`config.mk`:
```
export PLATFORM = sky130hd
export DESIGN_NAME = switch_arbiter
export DESIGN_NICKNAME = d
export VERILOG_FILES = /design/src/rtl/switch_arbiter.sv
export SDC_FILE = /design/constraint.sdc
export NUM_CORES = 1
export LEC_CHECK = 0
export BUFFER_PORTS_ARGS = -buffer_cell sky130_fd_sc_hd__buf_2
export CELL_PAD_IN_SITES_DETAIL_PLACEMENT = 1
export CELL_PAD_IN_SITES_GLOBAL_PLACEMENT = 1
export CORE_ASPECT_RATIO = 1.25
export CORE_MARGIN = 10
export CORE_UTILIZATION = 33
export DETAILED_ROUTE_END_ITERATION = 12
export GPL_TIMING_DRIVEN = 0
export HOLD_SLACK_MARGIN = 0.02
export MAX_ROUTING_LAYER = met4
export PLACE_DENSITY_LB_ADDON = 0.1
export SLEW_MARGIN = 20
export SYNTH_ARGS = -nofsm -noshare
export SYNTH_HDL_FRONTEND = slang
export SYNTH_SLANG_ARGS = --single-unit
export TNS_END_PERCENT = 100
```
`constraint.sdc`:
```
create_clock -name clk -period 5.5 [get_ports clk]
set_input_delay 0.55 -clock clk [delete_from_list [all_inputs] [get_ports clk]]
set_output_delay 0.55 -clock clk [all_outputs]
set_load 0.02 [all_outputs]
```
`src/rtl/switch_arbiter.sv`:
```
// Round-robin wormhole switch allocator and crossbar slice for one output
// direction of a five-port NoC router (inputs L, N, E, W, S = 0..4).
module switch_arbiter #(
   parameter int FLIT_WIDTH = 34
) (
   input  logic                  clk,
   input  logic                  rst,
   input  logic                  Lreq,
   input  logic                  Nreq,
   input  logic                  Ereq,
   input  logic                  Wreq,
   input  logic                  Sreq,
   input  logic [FLIT_WIDTH-1:0] Lflit,
   input  logic [FLIT_WIDTH-1:0] Nflit,
   input  logic [FLIT_WIDTH-1:0] Eflit,
   input  logic [FLIT_WIDTH-1:0] Wflit,
   input  logic [FLIT_WIDTH-1:0] Sflit,
   input  logic                  out_full,
   output logic                  Lgrant,
   output logic                  Ngrant,
   output logic                  Egrant,
   output logic                  Wgrant,
   output logic                  Sgrant,
   output logic [FLIT_WIDTH-1:0] flit_out,
   output logic                  flit_valid,
   output logic                  busy
);

   localparam logic [0:0] IDLE      = 1'b0;
   localparam logic [0:0] LOCKED    = 1'b1;
   localparam logic [1:0] TYPE_HEAD = 2'b10;
   localparam logic [1:0] TYPE_TAIL = 2'b01;

   logic [4:0]            req_s;
   logic [FLIT_WIDTH-1:0] flit_s [5];
   logic [4:0]            grant_s;
   logic [2:0]            sel_s;
   logic [3:0]            idx_s;
   logic                  found_s;
   logic                  xfer_s;
   logic [1:0]            sel_type_s;

   logic [0:0]            state_q, state_d;
   logic [2:0]            owner_q, owner_d;
   logic [2:0]            rr_ptr_q, rr_ptr_d;
   logic [FLIT_WIDTH-1:0] flit_out_q, flit_out_d;
   logic                  flit_valid_q, flit_valid_d;
   logic                  busy_q, busy_d;

   assign req_s     = {Sreq, Wreq, Ereq, Nreq, Lreq};
   assign flit_s[0] = Lflit;
   assign flit_s[1] = Nflit;
   assign flit_s[2] = Eflit;
   assign flit_s[3] = Wflit;
   assign flit_s[4] = Sflit;

   // Winner selection: owner while locked, else round-robin over head/single flits.
   always_comb begin
      sel_s   = owner_q;
      found_s = 1'b0;
      idx_s   = 4'd0;
      if (state_q == LOCKED) begin
         found_s = req_s[owner_q];
      end else begin
         for (int k = 1; k <= 5; k++) begin
            idx_s = {1'b0, rr_ptr_q} + 4'(k);
            idx_s = (idx_s >= 4'd5) ? (idx_s - 4'd5) : idx_s;
            if (!found_s && req_s[idx_s[2:0]] && flit_s[idx_s[2:0]][FLIT_WIDTH-1]) begin
               found_s = 1'b1;
               sel_s   = idx_s[2:0];
            end else begin
               found_s = found_s;
            end
         end
      end
      xfer_s     = found_s & ~out_full & rst;
      sel_type_s = flit_s[sel_s][FLIT_WIDTH-1 -: 2];
      grant_s    = 5'b00000;
      if (xfer_s) begin
         grant_s[sel_s] = 1'b1;
      end else begin
         grant_s = 5'b00000;
      end
   end

   // Next-state: lock on a head, release on the owner's tail, capture the flit.
   always_comb begin
      state_d      = state_q;
      owner_d      = owner_q;
      rr_ptr_d     = rr_ptr_q;
      busy_d       = busy_q;
      flit_out_d   = flit_out_q;
      flit_valid_d = 1'b0;
      if (xfer_s) begin
         flit_out_d   = flit_s[sel_s];
         flit_valid_d = 1'b1;
         case (state_q)
            IDLE: begin
               rr_ptr_d = sel_s;
               if (sel_type_s == TYPE_HEAD) begin
                  state_d = LOCKED;
                  owner_d = sel_s;
                  busy_d  = 1'b1;
               end else begin
                  state_d = IDLE;
               end
            end
            LOCKED: begin
               if (sel_type_s == TYPE_TAIL) begin
                  state_d = IDLE;
                  busy_d  = 1'b0;
               end else begin
                  state_d = LOCKED;
               end
            end
            default: begin
               state_d = IDLE;
               busy_d  = 1'b0;
            end
         endcase
      end else begin
         flit_valid_d = 1'b0;
      end
   end

   // State and output registers; rr_ptr resets to S so that L has first priority.
   always_ff @(posedge clk or negedge rst) begin
      if (!rst) begin
         state_q      <= IDLE;
         owner_q      <= 3'd0;
         rr_ptr_q     <= 3'd4;
         flit_out_q   <= '0;
         flit_valid_q <= 1'b0;
         busy_q       <= 1'b0;
      end else begin
         state_q      <= state_d;
         owner_q      <= owner_d;
         rr_ptr_q     <= rr_ptr_d;
         flit_out_q   <= flit_out_d;
         flit_valid_q <= flit_valid_d;
         busy_q       <= busy_d;
      end
   end

   assign Lgrant     = grant_s[0];
   assign Ngrant     = grant_s[1];
   assign Egrant     = grant_s[2];
   assign Wgrant     = grant_s[3];
   assign Sgrant     = grant_s[4];
   assign flit_out   = flit_out_q;
   assign flit_valid = flit_valid_q;
   assign busy       = busy_q;

endmodule
```
==> results.toml <==
[floorplanning]
die_area_um2 = 17600
num_rows = 45
die_x_um = 121
start_util_pct = 34.0
fp.dieH_um = 146
ioPinCount = 219
coreArea_um2 = 12300

[synth]
async_flop_share_pct = 100
yosysWarnings = 0
synth_area_um2 = 4180
yosys.area.top_type_share_pct = 25.2
synthCells = 472
ys_types = 71
synth_seq_cells = 43
ys_seq_area_share_pct = 25.8
syn-num-nets = 661
synth_area_leaders = "dfrtp_1, mux2i_1, a211oi_1, o22a_1, o22ai_1"
synth_flop_cell = "dfrtp_1"
syn_avg_cell_area_um2 = 8.85
synth_top_cell_by_area = "dfrtp_1"
synth_edf_count = 0

[sta]
tightest_slew_ns = 0.620
slew_violations = 0
setup_viol = 0
relSlewSlack_pct = 58.6
finalCritPeriodShare_pct = 96.5
setup_ws_ns = 0.190
finClkSkew_ns = 0.00652
hold_violations = 0
period_minus_slack_ns = 5.31
fmax_ghz = 0.188

[detailed_routing]
drc_errors = 0
wl_per_cell_um = 23.3
routed_wirelength_mm = 20.4
drt_first_pass_iters = 4
num_vias = 4902
via_per_inst = 5.61
ant_nets = 0
drt_iter0_markers = 240

[setup_path]
ff2ff_setup_slack_ns = 0.45
critPathRequiredTime_ns = 4.95
cp_cell_sequence = "clkinvlp_4 -> ha_1 -> ha_1 -> clkbuf_2 -> xnor2_2 -> a211oi_1 -> a311oi_2 -> a22o_2 -> nand4b_4 -> or4_1 -> o211ai_2 -> o21a_2 -> buf_6 -> a21oi_2 -> and2_2 -> clkbuf_4 -> buf_2"
cp_max_fo = 10
reg2reg_from = "rr_ptr_q[1]"
critPathTopFamily = "compound AO/OA/AOI/OAI gates"
path_buf_inv = 5
crit_type = "reg -> out"
start_kind = "register"
slowest_stage = "or4_1"
endpoint_kind = "primary output"
critPathArrivalTime_ns = 4.76
crit_path_max_incr_delay_ns = 0.60
rr_endpoint = "flit_out[12]"
r2r.worst_path.cells = 18
path_common_cell = "ha_1"

[place]
io_buffers = 218
pre_cts_ws_ns = -0.361
gp_congestion = 0.925
hpwl_mm = 17.1

[clocking]
clock_path_buffers = 2
worstSkewPairLatency_ns = 0.29
clkSlewWorstSetupHoldPaths_ns = 0.06
cts_buffers = 5
cts_tree = "yes"
htree_levels = 2
cts.sinks = 43
hold_buffers = 0
root_buffer = "clkbuf_16"

[worst_hold_path]
hp-class = "in -> async"

[cells_and_area]
drive_above_1_share_pct = 40.9
final.fill_count = 1574
fin_nets = 895
synthToLayoutAreaGrowth_pct = 39.0

[grt]
grt_util_all_layers_pct = 22.3
grt_pass1_vias = 5595
antenna_found_initial = 2
grt_max_degree = 45
grt_overflow_total = 0
grt_pass1_wl_mm = 30.2

[run]
cap_violations = 0

[outcome]
status = "finished, final reports clean"
## per-layer routing
layer	routed length (um)	global-route usage, %	vias up
li1	-	-	2303
met1	7410	21.2	2380
met2	11100	41.4	180
met3	1110	5.70	39
met4	724	8.46	0
met5	0	-	-
## synthesized netlist by cell type (all sizes together) (4+ instances only)
cell type / count
nor4: 4
nor3: 5
and2: 4
clkbuf: 17
nand2b: 7
nand3b: 4
and3: 4
mux2: 4
nor2b: 7
a22oi: 18
buf: 17
dfrtp: 42
a21oi: 27
mux2i: 72
nand4: 5
o31ai: 4
a211oi: 25
o21ai: 29
o22ai: 22
nand2: 15
nor2: 15
a211o: 4
a21o: 6
nand3: 7
inv: 28
ha: 10
o22a: 19
## placed cells by master, fill, tap and decap left out, drive strengths merged, types with 10 or more instances in the layout
master,instances
buf,244
nand2,15
nor2,15
a21oi,27
a211oi,25
a22oi,18
o21ai,29
mux2i,72
dfrtp,42
ha,10
clkbuf,24
o22ai,22
o22a,19
inv,27
## worst max path at each step
| stage | from | end | slack [ns] | depth (start not counted) |
|---|---|---|---|---|
| 6_report | rr_ptr_q[1] | Sgrant | 0.19 | 17 |
| 5_1_grt | rr_ptr_q[2] | Sgrant | -0.04 | 16 |
| 4_1_cts | rr_ptr_q[2] | Wgrant | -0.13 | 15 |
| 3_5_place_dp | rr_ptr_q[1] | Wgrant | -0.36 | 15 |
| 3_3_place_gp | rr_ptr_q[1] | Sgrant | -0.33 | 18 |
| 2_1_floorplan | rr_ptr_q[2] | Ngrant | 0.83 | 17 |
## flip-flops by register name (all words and copies together) (netlist names)
register    count
flit_valid      1
rr_ptr_q        3
busy            1
state_q         1
flit_out       34
owner_q         3
## through the flow
| step | instances | utilization [%] | TNS (ns) | area (um2) | hold WS [ns] |
|---|---|---|---|---|---|
| finish | 874 | 47.3 | 0 | 5810 | 0.263 |
| CTS | 860 | 46.0 | -0.475 | 5650 | 0.476 |
| floorplan | 472 | - | 0 | 4180 | 0.254 |
| global placement | 854 | 44.6 | -2.31 | 5470 | 0.499 |
| detailed placement | 854 | 44.6 | -4.30 | 5470 | 0.502 |
| global route | 873 | 47.3 | -0.0796 | 5810 | 0.312 |
## final cells by class
cell class / count / area (um2) / share of cell area, %
Multi-Input combinational cell: 366 / 2900 / 50.0
Timing Repair Buffer: 229 / 1180 / 20.2
Clock buffer: 7 / 143 / 2.46
Antenna cell: 3 / 7.51 / 0.129
Inverter: 29 / 115 / 1.98
Clock inverter: 1 / 5.00 / 0.0862
Buffer: 32 / 175 / 3.02
Tap cell: 164 / 205 / 3.53
Sequential cell: 43 / 1080 / 18.6
## what timing repair did
item                                    4_1_cts  5_1_grt
buffers inserted                              0       11
gates resized for setup                      10       16
pin swaps                                     0        3
endpoints found under the setup margin       24       15
## cells by family (layout without fill, tap and decap cells)
| family | count (synthesis) | after routing | share of synthesized area (%) |
|---|---|---|---|
| buf+inv | 63 | 298 | 6.68 |
| flops | 43 | 43 | 25.8 |
| simple gates | 91 | 91 | 12.5 |
| xor+xnor | 3 | 3 | 0.629 |
| mux | 78 | 78 | 19.4 |
| fa+ha+maj | 11 | 11 | 3.47 |
| compound gates | 183 | 183 | 31.5 |
| other cells | 0 | 3 | 0 |
Power is not shown: default switching activity piles up to over one toggle a cycle in this logic, so the estimate is an artifact.
